`src/rtl/one_wire_deserializer.sv`:
```
// one_wire_deserializer
//   Rebuilds a 64-bit 1-Wire ROM frame (56-bit UID, family code in bits 7:0,
//   followed by the Maxim CRC byte) from an LSB-first serial bit stream. The
//   Dallas/Maxim CRC-8 is accumulated over the UID bits as they arrive and
//   compared against the received CRC byte when the frame completes.
//
// Ports
//   i_clk           rising-edge clock
//   i_rst_n         asynchronous active-low reset
//   i_frame_start   synchronous frame (re)start, priority over i_bit_valid
//   i_bit_valid     qualifies i_bit_in for one cycle
//   i_bit_in        serial data, UID LSB first, then CRC LSB first
//   o_uid_data      last completed UID (held until the next completion)
//   o_crc_rx        last received CRC byte (held)
//   o_crc_ok        computed CRC matched o_crc_rx (held)
//   o_uid_valid     one-cycle pulse when new results are published
//   o_busy          a frame is in progress
//   o_frame_abort   one-cycle pulse when a partial frame is discarded
module one_wire_deserializer #(
    parameter int UID_SERIAL_DATA_WIDTH = 56,
    parameter int CRC_WIDTH             = 8,
    parameter int CNT_WIDTH             = 7
) (
    input  logic                             i_clk,
    input  logic                             i_rst_n,
    input  logic                             i_frame_start,
    input  logic                             i_bit_valid,
    input  logic                             i_bit_in,
    output logic [UID_SERIAL_DATA_WIDTH-1:0] o_uid_data,
    output logic [CRC_WIDTH-1:0]             o_crc_rx,
    output logic                             o_crc_ok,
    output logic                             o_uid_valid,
    output logic                             o_busy,
    output logic                             o_frame_abort
);

    localparam int UW = UID_SERIAL_DATA_WIDTH;
    localparam int CW = CRC_WIDTH;
    localparam logic [CNT_WIDTH-1:0] LAST_UID_BIT = CNT_WIDTH'(UW - 1);
    localparam logic [CNT_WIDTH-1:0] LAST_BIT     = CNT_WIDTH'(UW + CW - 1);
    // Reflected form of x^8+x^5+x^4+1
    localparam logic [CW-1:0]        CRC_POLY     = CW'(8'h8C);

    typedef enum logic [1:0] {
        S_IDLE = 2'd0,
        S_UID  = 2'd1,
        S_CRC  = 2'd2,
        S_DONE = 2'd3
    } state_t;

    state_t                r_state;
    state_t                w_next_state;
    logic [CNT_WIDTH-1:0]  r_cnt;
    logic [UW-1:0]         r_shift;
    logic [CW-1:0]         r_crc_shift;
    logic [CW-1:0]         r_crc_acc;
    logic [UW-1:0]         r_uid_data;
    logic [CW-1:0]         r_crc_rx;
    logic                  r_crc_ok;
    logic                  r_uid_valid;
    logic                  r_busy;
    logic                  r_frame_abort;
    logic                  w_in_frame;

    function automatic logic [CW-1:0] crc_step(input logic [CW-1:0] c, input logic b);
        logic fb;
        fb = c[0] ^ b;
        return (c >> 1) ^ (fb ? CRC_POLY : '0);
    endfunction

    assign w_in_frame = (r_state == S_UID) || (r_state == S_CRC);

    always_comb begin
        w_next_state = r_state;
        case (r_state)
            S_IDLE: begin
                if (i_frame_start) w_next_state = S_UID;
            end
            S_UID: begin
                if (i_frame_start)
                    w_next_state = S_UID;
                else if (i_bit_valid && (r_cnt == LAST_UID_BIT))
                    w_next_state = S_CRC;
            end
            S_CRC: begin
                if (i_frame_start)
                    w_next_state = S_UID;
                else if (i_bit_valid && (r_cnt == LAST_BIT))
                    w_next_state = S_DONE;
            end
            S_DONE: begin
                w_next_state = i_frame_start ? S_UID : S_IDLE;
            end
            default: w_next_state = S_IDLE;
        endcase
    end

    always_ff @(posedge i_clk or negedge i_rst_n) begin
        if (!i_rst_n) begin
            r_state       <= S_IDLE;
            r_cnt         <= '0;
            r_shift       <= '0;
            r_crc_shift   <= '0;
            r_crc_acc     <= '0;
            r_uid_data    <= '0;
            r_crc_rx      <= '0;
            r_crc_ok      <= 1'b0;
            r_uid_valid   <= 1'b0;
            r_busy        <= 1'b0;
            r_frame_abort <= 1'b0;
        end else begin
            r_state <= w_next_state;

            // A restart wins over a same-cycle bit, which then becomes bit 0
            // of the new frame on a freshly cleared CRC.
            if (i_frame_start) begin
                r_crc_shift <= '0;
                if (i_bit_valid) begin
                    r_cnt     <= CNT_WIDTH'(1);
                    r_shift   <= {i_bit_in, {(UW-1){1'b0}}};
                    r_crc_acc <= crc_step('0, i_bit_in);
                end else begin
                    r_cnt     <= '0;
                    r_shift   <= '0;
                    r_crc_acc <= '0;
                end
            end else if (i_bit_valid) begin
                // Right-shifting LSB-first data leaves bit 0 at position 0
                // once the field is full.
                if (r_state == S_UID) begin
                    r_shift   <= {i_bit_in, r_shift[UW-1:1]};
                    r_crc_acc <= crc_step(r_crc_acc, i_bit_in);
                    r_cnt     <= r_cnt + CNT_WIDTH'(1);
                end else if (r_state == S_CRC) begin
                    r_crc_shift <= {i_bit_in, r_crc_shift[CW-1:1]};
                    r_cnt       <= r_cnt + CNT_WIDTH'(1);
                end
            end

            // Publish from the frame registers before any same-edge restart
            // clears them.
            r_uid_valid <= (r_state == S_DONE);
            if (r_state == S_DONE) begin
                r_uid_data <= r_shift;
                r_crc_rx   <= r_crc_shift;
                r_crc_ok   <= (r_crc_acc == r_crc_shift);
            end

            r_frame_abort <= i_frame_start && w_in_frame;
            // Registered from both current and next state so busy rises the
            // cycle after a start and falls one cycle after DONE is left.
            r_busy        <= (r_state != S_IDLE) || (w_next_state != S_IDLE);
        end
    end

    assign o_uid_data    = r_uid_data;
    assign o_crc_rx      = r_crc_rx;
    assign o_crc_ok      = r_crc_ok;
    assign o_uid_valid   = r_uid_valid;
    assign o_busy        = r_busy;
    assign o_frame_abort = r_frame_abort;

endmodule

```
`config.mk`:
```
export PLATFORM = sky130hd
export DESIGN_NAME = one_wire_deserializer
export DESIGN_NICKNAME = d
export VERILOG_FILES = /design/src/rtl/one_wire_deserializer.sv
export SDC_FILE = /design/constraint.sdc
export NUM_CORES = 1
export LEC_CHECK = 0
export ABC_CLOCK_PERIOD_IN_PS = 2640
export BUFFER_PORTS_ARGS = -buffer_cell sky130_fd_sc_hd__buf_2
export CAP_MARGIN = 20
export CORE_UTILIZATION = 54
export DETAILED_ROUTE_END_ITERATION = 6
export HOLD_SLACK_MARGIN = 0.1
export PLACE_DENSITY_LB_ADDON = 0.3
export SYNTH_ARGS = -nofsm -noshare
export SYNTH_HDL_FRONTEND = slang
export SYNTH_SLANG_ARGS = --single-unit
```
`constraint.sdc`:
```
create_clock -name i_clk -period 2.64 [get_ports i_clk]
set_input_delay 0.396 -clock i_clk [delete_from_list [all_inputs] [get_ports i_clk]]
set_output_delay 0.396 -clock i_clk [all_outputs]
set_load 0.1 [all_outputs]
```
* Word level (Yosys, flattened, before mapping)
Index checks and enable logic that the tools add are counted.
** Storage, ports and cells
- Flip-flop bits (word level) :: 149
- Bits in read-only memories :: 0
- Output and inout bits :: 68
- RAM bits :: 0
- Memories kept :: 0
- Logic and storage cells :: 62
- Input bits :: 5
- Bits in latches :: 0
** Operators by class
- Multipliers :: 0
- Muxes and demuxes :: 26
- $add $sub $neg :: 1
- Order comparisons :: 0
- Divide/modulo/power cells :: 0
- Equality and inequality tests :: 7
- Bitwise gates (word level) :: 2
- Shift operators :: 0
- Reduce and logical (&&, ||, !) cells :: 15
** Operator list (count)
- 2-to-1 mux 56 bit :: 4
- 2-to-1 mux 8 bit :: 10
- 2-to-1 mux 7 bit :: 4
- == test 7 x 6 -> 1 bit (second input constant) :: 2
- 2-to-1 mux 2 bit :: 5
- nonzero test 2 bit :: 5
- == test 8 bit :: 1
- one-hot mux 2 bit (4 select lines) :: 1
- XOR 7 x 8 -> 8 bit :: 1
- adder 7 x 1 -> 7 bit (second input constant) :: 1
- == test 2 bit (second input constant) :: 2
- AND reduction 2 bit :: 2
- logical AND 1 bit :: 3
- AND reduction 3 bit :: 1
- nonzero test 3 bit :: 1
- == test 2 x 1 -> 1 bit (second input constant) :: 1
- logical NOT 2 bit :: 1
- logical OR 1 bit :: 2
- 2-to-1 mux 1 bit :: 2
- inequality test 2 bit (second input constant) :: 1
- XOR 1 bit :: 1

* Logic depth before layout (Yosys ltp)
Gate-level depths: netlist of run 1.
- Depth in word-level cells :: 7
- Mapped depth :: 7

* Worst setup path after synthesis of run 1
Ideal clock, no wire load.
- Path type :: reg2reg
- From :: reg r_state[0]
- To :: reg r_busy, in the netlist o_busy
- Required time :: 2.506 ns
- Stages on the path, launching flop included :: 8
- Setup slack :: 1.044 ns
- Clock period less this slack :: 1.596 ns
- Arrival time :: 1.463 ns
- Cells stage by stage :: dfrtp_1 -> inv_1 -> ha_1 -> buf_2 -> o41ai_2 -> nand2_1 -> a41oi_2 -> nand4b_1
** On the way
- Cells in the longest elaborated chain, start to end :: 5
** Ends and longest elaborated chain
- start: declaration :: RTL line 51 : state_t r_state;
- start signal: assignment :: RTL line 112 : r_state <= w_next_state;
- 2-to-1 mux 2 bit, on equally long branches :: RTL line 88, 82
- 2-to-1 mux 2 bit, on equally long branches :: RTL line 86, 80
- one-hot mux 2 bit (4 select lines) :: RTL line 75 : case (r_state)
- nonzero test 2 bit :: RTL line 152 : r_busy <= (r_state != S_IDLE) || (w_next_state != S_IDLE);
- logical OR 1 bit * :: RTL line 152
- end signal: assignment :: RTL line 152
- end: declaration :: RTL line 61 : logic r_busy;
Mark *: on every way between the ends. The rest lies on a longest branch, timed or not.
A chain may end at the register's enable or synchronous reset.

* Worst setup path in the final report of run 1
- From :: reg r_state[1]
- To :: reg r_shift[43]
** On the way
- Cells in the longest elaborated chain, start to end :: 3
** Ends and longest elaborated chain
- == test 2 x 1 -> 1 bit :: RTL line 130 : if (r_state == S_UID) begin
- nonzero test 2 bit (no line)
- AND reduction 2 bit (no line)
- end signal: assignment :: RTL line 120 : r_shift <= {i_bit_in, {(UW-1){1'b0}}};
- end signal: assignment :: RTL line 131 : r_shift <= {i_bit_in, r_shift[UW-1:1]};
- end: declaration :: RTL line 54 : logic [UW-1:0] r_shift;
No other way between the ends.

==> results of run 1 <==
-- path summary, 6_finish.rpt --
check,slack [ps],depth (start not counted),to,startpoint
max in group asynchronous,1450,3,r_shift[31],i_rst_n
worst max-delay path,280,5,r_shift[43],r_state[1]
worst max register to register,280,5,r_shift[43],r_state[1]
min in group asynchronous,420,2,o_uid_data[1],i_rst_n
worst min register to register,500,1,o_uid_data[46],o_uid_data[46]
worst min-delay path,240,3,r_shift[55],i_bit_in
-- power breakdown --
group / leakage, nW / internal, mW / switching (mW)
Clock: 0.258 / 1.23 / 0.908
Combinational: 1.32 / 0.0462 / 0.137
Sequential: 2.06 / 2.30 / 0.0211
Total: 3.64 / 3.58 / 1.07
-- logic make-up (layout without fill, tap and decap cells) --
| kind of cell | after synthesis | after routing | share of synthesized area |
|---|---|---|---|
| XOR/XNOR | 15 | 15 | 0.0224 |
| adder cells (fa/ha/maj) | 6 | 6 | 0.0128 |
| flip-flops | 149 | 149 | 0.637 |
| multiplexers | 75 | 75 | 0.142 |
| buffers and inverters | 32 | 116 | 0.0293 |
| AND/OR/NAND/NOR | 45 | 45 | 0.0383 |
| AO/OA/AOI/OAI | 79 | 79 | 0.118 |
-- final cells by class --
class,instances,area [sq um],area share
Multi-Input combinational cell,220,1970,0.287
Clock inverter,10,72.6,0.0106
Inverter,4,15.0,0.00219
Tap cell,136,170,0.0248
Timing Repair Buffer,80,442,0.0644
Clock buffer,22,463,0.0675
Sequential cell,149,3730,0.543
-- sequential cells by signal, summed over array words and instances, names as in the netlist --
register	cells
r_state	2
r_crc_acc	8
o_uid_data	56
o_frame_abort	1
r_cnt	7
o_crc_ok	1
r_shift	56
o_uid_valid	1
o_crc_rx	8
r_crc_shift	8
o_busy	1
-- cells in the final DEF (no fill, tap or decap), types with 2 or more instances in the layout --
| master | n |
|---|---|
| xnor2_1 | 2 |
| mux2_2 | 65 |
| ha_1 | 5 |
| clkinvlp_4 | 3 |
| buf_2 | 71 |
| clkbuf_1 | 2 |
| nand4_1 | 4 |
| o21ai_0 | 2 |
| a22o_1 | 62 |
| inv_6 | 3 |
| nor2_1 | 17 |
| nand3_1 | 2 |
| nor4_1 | 3 |
| clkbuf_16 | 16 |
| buf_4 | 6 |
| clkinv_2 | 3 |
| nand2_1 | 8 |
| xor2_1 | 13 |
| nor3_1 | 3 |
| a21oi_1 | 3 |
| dfrtp_1 | 149 |
| o211ai_1 | 3 |
| mux2i_1 | 10 |
| inv_1 | 4 |
| clkbuf_8 | 4 |
-- timing repair --
action | 4_1_cts | 5_1_grt
gates resized for setup | 0 | 0
hold buffers | 1 | 0
setup endpoints to repair | 0 | 0
endpoints found under the hold margin | 62 | 0
-- worst register-to-register path: stages (launching register included) --
cell,delay (ps)
dfrtp_1,430
inv_1,120
ha_1,350
a21oi_4,680
buf_4,490
a22o_1,230
-- layer usage --
layer / track usage / share of wire / vias up
met3: 0.0527 / 0.040 / 16
li1: - / - / 1609
met5: 0 / 0 / -
met4: 0.0853 / 0.014 / 0
met1: 0.296 / 0.47 / 1782
met2: 0.307 / 0.48 / 86
-- metrics by stage --
stage | hold WS [ps] | total power [mW] | std cells
6_report | 237 | 4.65 | 621
5_1_grt | 245 | 4.82 | 621
4_1_cts | 218 | 4.70 | 621
3_5_place_dp | 413 | 2.55 | 588
3_3_place_gp | 409 | 2.54 | 588
2_1_floorplan | 100 | 2.47 | 401
==> metrics.md, run 1 <==
| Metric | Value |
|---|---|
| Status | `complete, no violations` |
| Pin count of the biggest net entering global routing | `69` |
| CP endpoint kind | `flop` |
| Core Box Area | `0.0104 sq mm` |
| Clock skew | `7.94 ps` |
| Initial Util | `0.562` |
| Fin crit period | `2360 ps` |
| Die Ht | `106 microns` |
| Final max-slew violation count | `0` |
| Routed Antenna Nets | `0` |
| Top post-synthesis cells by area | `dfrtp_1, mux2_2, a22o_1, buf_2, xor2_1` |
| Buffer depth of the longest clock path | `2` |
| Initial antenna violation count | `0` |
| Max Clock Freq | `423 MHz` |
| Worst Tran Pin Value | `915 ps` |
| Antenna fix cells | `0` |
| Max_slew headroom | `0.390` |
| Drt drc | `0` |
| Net Count, Synth | `412` |
| Filler cell count | `744` |
| Pre-CTS setup slack | `321 ps` |
| Final Setup Violations | `0` |
| Vias per std cell | `5.62` |
| Worst path bufs/invs | `2` |
| Synth unique cells | `38` |
| Startpoint Class | `flop` |
| RSZ-0062 raised after global routing | `false` |
| Area growth syn-to-layout | `17.2%` |
| Register area share after synthesis | `0.637` |
| Input/output buffers | `72` |
| Htree depth | `4` |
| Leakage power | `3.64 nW` |
| DR vias | `3493` |
| WL/cell | `17.0 microns` |
| Final Hold Vio Count | `0` |
| Final period util | `0.895` |
| Setup TNS | `0 ps` |
| # clock sinks | `149` |
| CP Class | `flop to flop` |
| Placed instance area | `0.00632 sq mm` |
| PD cells | `678 mW/mm^2` |
| Ratio of cells with drive above 1 in the final layout | `0.375` |
| Yosys reg bits | `149` |
| Required time of the critical path | `3090 ps` |
| CP max stage cell | `a21oi_4` |
| Yosys warnings | `0` |
| Clk_lat worst skew | `520 ps` |
| Max-cap violations | `0` |
| Nets@finish | `483` |
| Synth top area share | `0.637` |
| Routability cong. | `0.766` |
| Clock transition at the registers of the reported paths | `60 ps` |
| Die area | `0.0113 sq mm` |
| CP Max Fanout | `36` |
| Largest stage delay on the critical path | `680 ps` |
| Vias in the first global route | `3515` |
| Total setup buffers inserted after CTS | `0` |
| Setup ws final | `277 ps` |
| Most instantiated library cell after synthesis | `dfrtp_1` |
| First-pass detailed-route iteration total | `4` |
| Worst min-delay path category | `input port to flop` |
| CTS Buf Count | `17` |
| Iter 0 DRT Violations | `165` |
| Top Ports | `73` |
| Total wire length | `10600 microns` |
| Synthesized area | `0.00585 sq mm` |
| Overall Global Routing Usage | `0.208` |
| Mapped Cells | `401` |
| Util after Layout | `0.659` |
| Number of enable flip-flop cells after synthesis | `0` |
| Total grt overflow | `0` |
| CP top delay family | `compound AO/OA/AOI/OAI gates` |
| Cell row count | `37` |
| Commonest cells in the synthesized netlist | `dfrtp_1, mux2_2, a22o_1` |
| Synth Flop Type | `dfrtp_1` |
| WP data arrival | `2820 ps` |
| Post-DP HPWL | `6660 microns` |
| Async SR Flop Fraction | `1.00` |
| Avg Inst Size Synth | `14.6 sq um` |
| First-pass GRT wire length | `18100 microns` |
| CTS root buffer | `clkbuf_8` |
| Top cell type by total area after synthesis | `dfrtp_1` |
| Post-route cell area | `0.00686 sq mm` |
| TritonCTS clock tree | `done` |
| Peak VDD IR | `393 uV` |
| CP cell instances | `inv_1 > ha_1 > a21oi_4 > buf_4 > a22o_1` |
| Die W | `106 microns` |
Power figures use the tool's default switching activity.
==> inputs of run 2 (changes only) <==
ABC_CLOCK_PERIOD_IN_PS = 2800   (was 2640)
clock period = 2.8 ns   (was 2.64 ns; I/O delays follow)
==> metrics.md, run 2 (synthesis gave the netlist of run 1 again) <==
| Metric | Value |
|---|---|
| Cell row count | `37` |
| RSZ-0062 raised after global routing | `false` |
| Setup TNS | `0 ps` |
| Initial Util | `0.562` |
| Met3 Track Usage GR | `0.0674` |
| WL/cell | `17.5 microns` |
| Die Ht | `106 microns` |
| Post-Layout Cell Count | `619` |
| Die W | `106 microns` |
| Total grt overflow | `0` |
| Status | `complete, no violations` |
| Pin count of the biggest net entering global routing | `74` |
| PD cells | `662 mW/mm^2` |
| Max-cap violations | `0` |
| Worst Hold Launch | `i_bit_in` |
| Buffer depth of the longest clock path | `2` |
| WP data arrival | `2470 ps` |
| R2R Path Start | `r_state[1]` |
| Overall Global Routing Usage | `0.215` |
| Antenna fix cells | `0` |
| Worst Tran Pin Value | `931 ps` |
| Routed Antenna Nets | `0` |
| Most frequent cells in the layout | `dfrtp_1, buf_2, mux2_2, a22o_1, nor2_1` |
| Clock transition at the registers of the reported paths | `60 ps` |
| CTS Buf Count | `17` |
| Vias in the first global route | `3556` |
| Final max-slew violation count | `0` |
| Hold endpoint | `r_crc_shift[7]` |
| Reg2reg end | `r_shift[29]` |
| Fin crit period | `2000 ps` |
| Peak VDD IR | `383 uV` |
| Nets@finish | `481` |
| Area growth syn-to-layout | `17.9%` |
| Startpoint Class | `flop` |
| Commonest non-fill, non-tap cell in the layout | `dfrtp_1` |
| Max_slew headroom | `0.380` |
| CTS root buffer | `clkbuf_8` |
| # clock sinks | `149` |
| Iter 0 DRT Violations | `145` |
| Clk_lat worst skew | `530 ps` |
| Core Box Area | `0.0104 sq mm` |
| Total wire length | `10800 microns` |
| Total setup buffers inserted after CTS | `0` |
| Met2 Usage GRT | `0.318` |
| TritonCTS clock tree | `done` |
| Hold path depth | `3` |
| CP Class | `flop to flop` |
| Input/output buffers | `72` |
| # resized after CTS | `0` |
| Max Clock Freq | `499 MHz` |
| Initial antenna violation count | `0` |
| R2R setup slack | `800 ps` |
| R2R depth | `5` |
| Htree depth | `4` |
| CP endpoint kind | `flop` |
| First-pass GRT wire length | `18400 microns` |
| Dpl cells | `586` |
| Gr busiest metal | `met2` |
| Final period util | `0.715` |
| First-pass detailed-route iteration total | `5` |
| Vias per std cell | `5.61` |
| Ratio of cells with drive above 1 in the final layout | `0.375` |
| Top Ports | `73` |
| Clock skew | `7.54 ps` |
| DR vias | `3473` |
| Drt drc | `0` |
| Routability cong. | `0.744` |
| Worst min-delay path category | `input port to flop` |
| Post-DP HPWL | `6470 microns` |
| Required time of the critical path | `3270 ps` |
| Final Hold Vio Count | `0` |
| Final Setup Violations | `0` |
| Leakage power | `3.65 nW` |
| GR Util met1 | `0.301` |
| CP Max Fanout | `46` |
| Die area | `0.0113 sq mm` |
run 2: worst max-delay path: stages (launching register included):
cell	delay (ps)
dfrtp_1	420
inv_1	110
ha_1	360
a21oi_4	550
buf_12	300
a22o_1	180
run 2: stage by stage:
step           setup slack (ps)  hold WS, ps  utilization  cell area (sq um)  power (mW)
5_1_grt                     663          260        0.663               6900        4.74
3_5_place_dp                832          468        0.606               6310        2.41
2_1_floorplan              1200          124            -               5850        2.33
6_report                    798          277        0.663               6900        4.57
3_3_place_gp                927          464        0.606               6310        2.40
4_1_cts                     811          251        0.663               6900        4.62
run 2: report_power, final:
| part | total, mW | internal [mW] | switching, mW |
|---|---|---|---|
| Sequential | 2.19 | 2.17 | 0.0197 |
| Combinational | 0.174 | 0.0437 | 0.130 |
| Clock | 2.21 | 1.30 | 0.902 |
| Total | 4.57 | 3.52 | 1.05 |
run 2: cell type report:
type                    instances  area (sq um)
fillers                       743          3510
inverters                       4          15.0
multi-input cells             220          1970
well taps                     136           170
clock inverters                13           146
flip-flops and latches        149          3730
clock buffers                  19           432
repair buffers                 78           439
run 2: worst max-delay path by stage:
| stage | startpoint | endpoint | slack (ps) | depth (start not counted) |
|---|---|---|---|---|
| final | r_state[1] | r_shift[29] | 800 | 5 |
| after global routing | r_state[1] | r_shift[10] | 660 | 5 |
| after CTS | r_state[1] | r_shift[19] | 810 | 5 |
| after detailed placement | r_state[1] | r_shift[19] | 830 | 5 |
| after global placement | r_state[1] | r_shift[28] | 930 | 5 |
| after floorplan | r_state[0] | o_busy | 1200 | 7 |
run 2: what timing repair did:
item | 4_1_cts | 5_1_grt
endpoints found under the setup margin | 0 | 0
hold buffers | 1 | 0
hold endpoints to repair | 70 | 0
run 2: metal layers:
metal  up-vias  wire length, microns
met5         -                     0
met3        13                   462
li1       1608                     -
met4         0                   133
met1      1775                  5120
met2        77                  5130
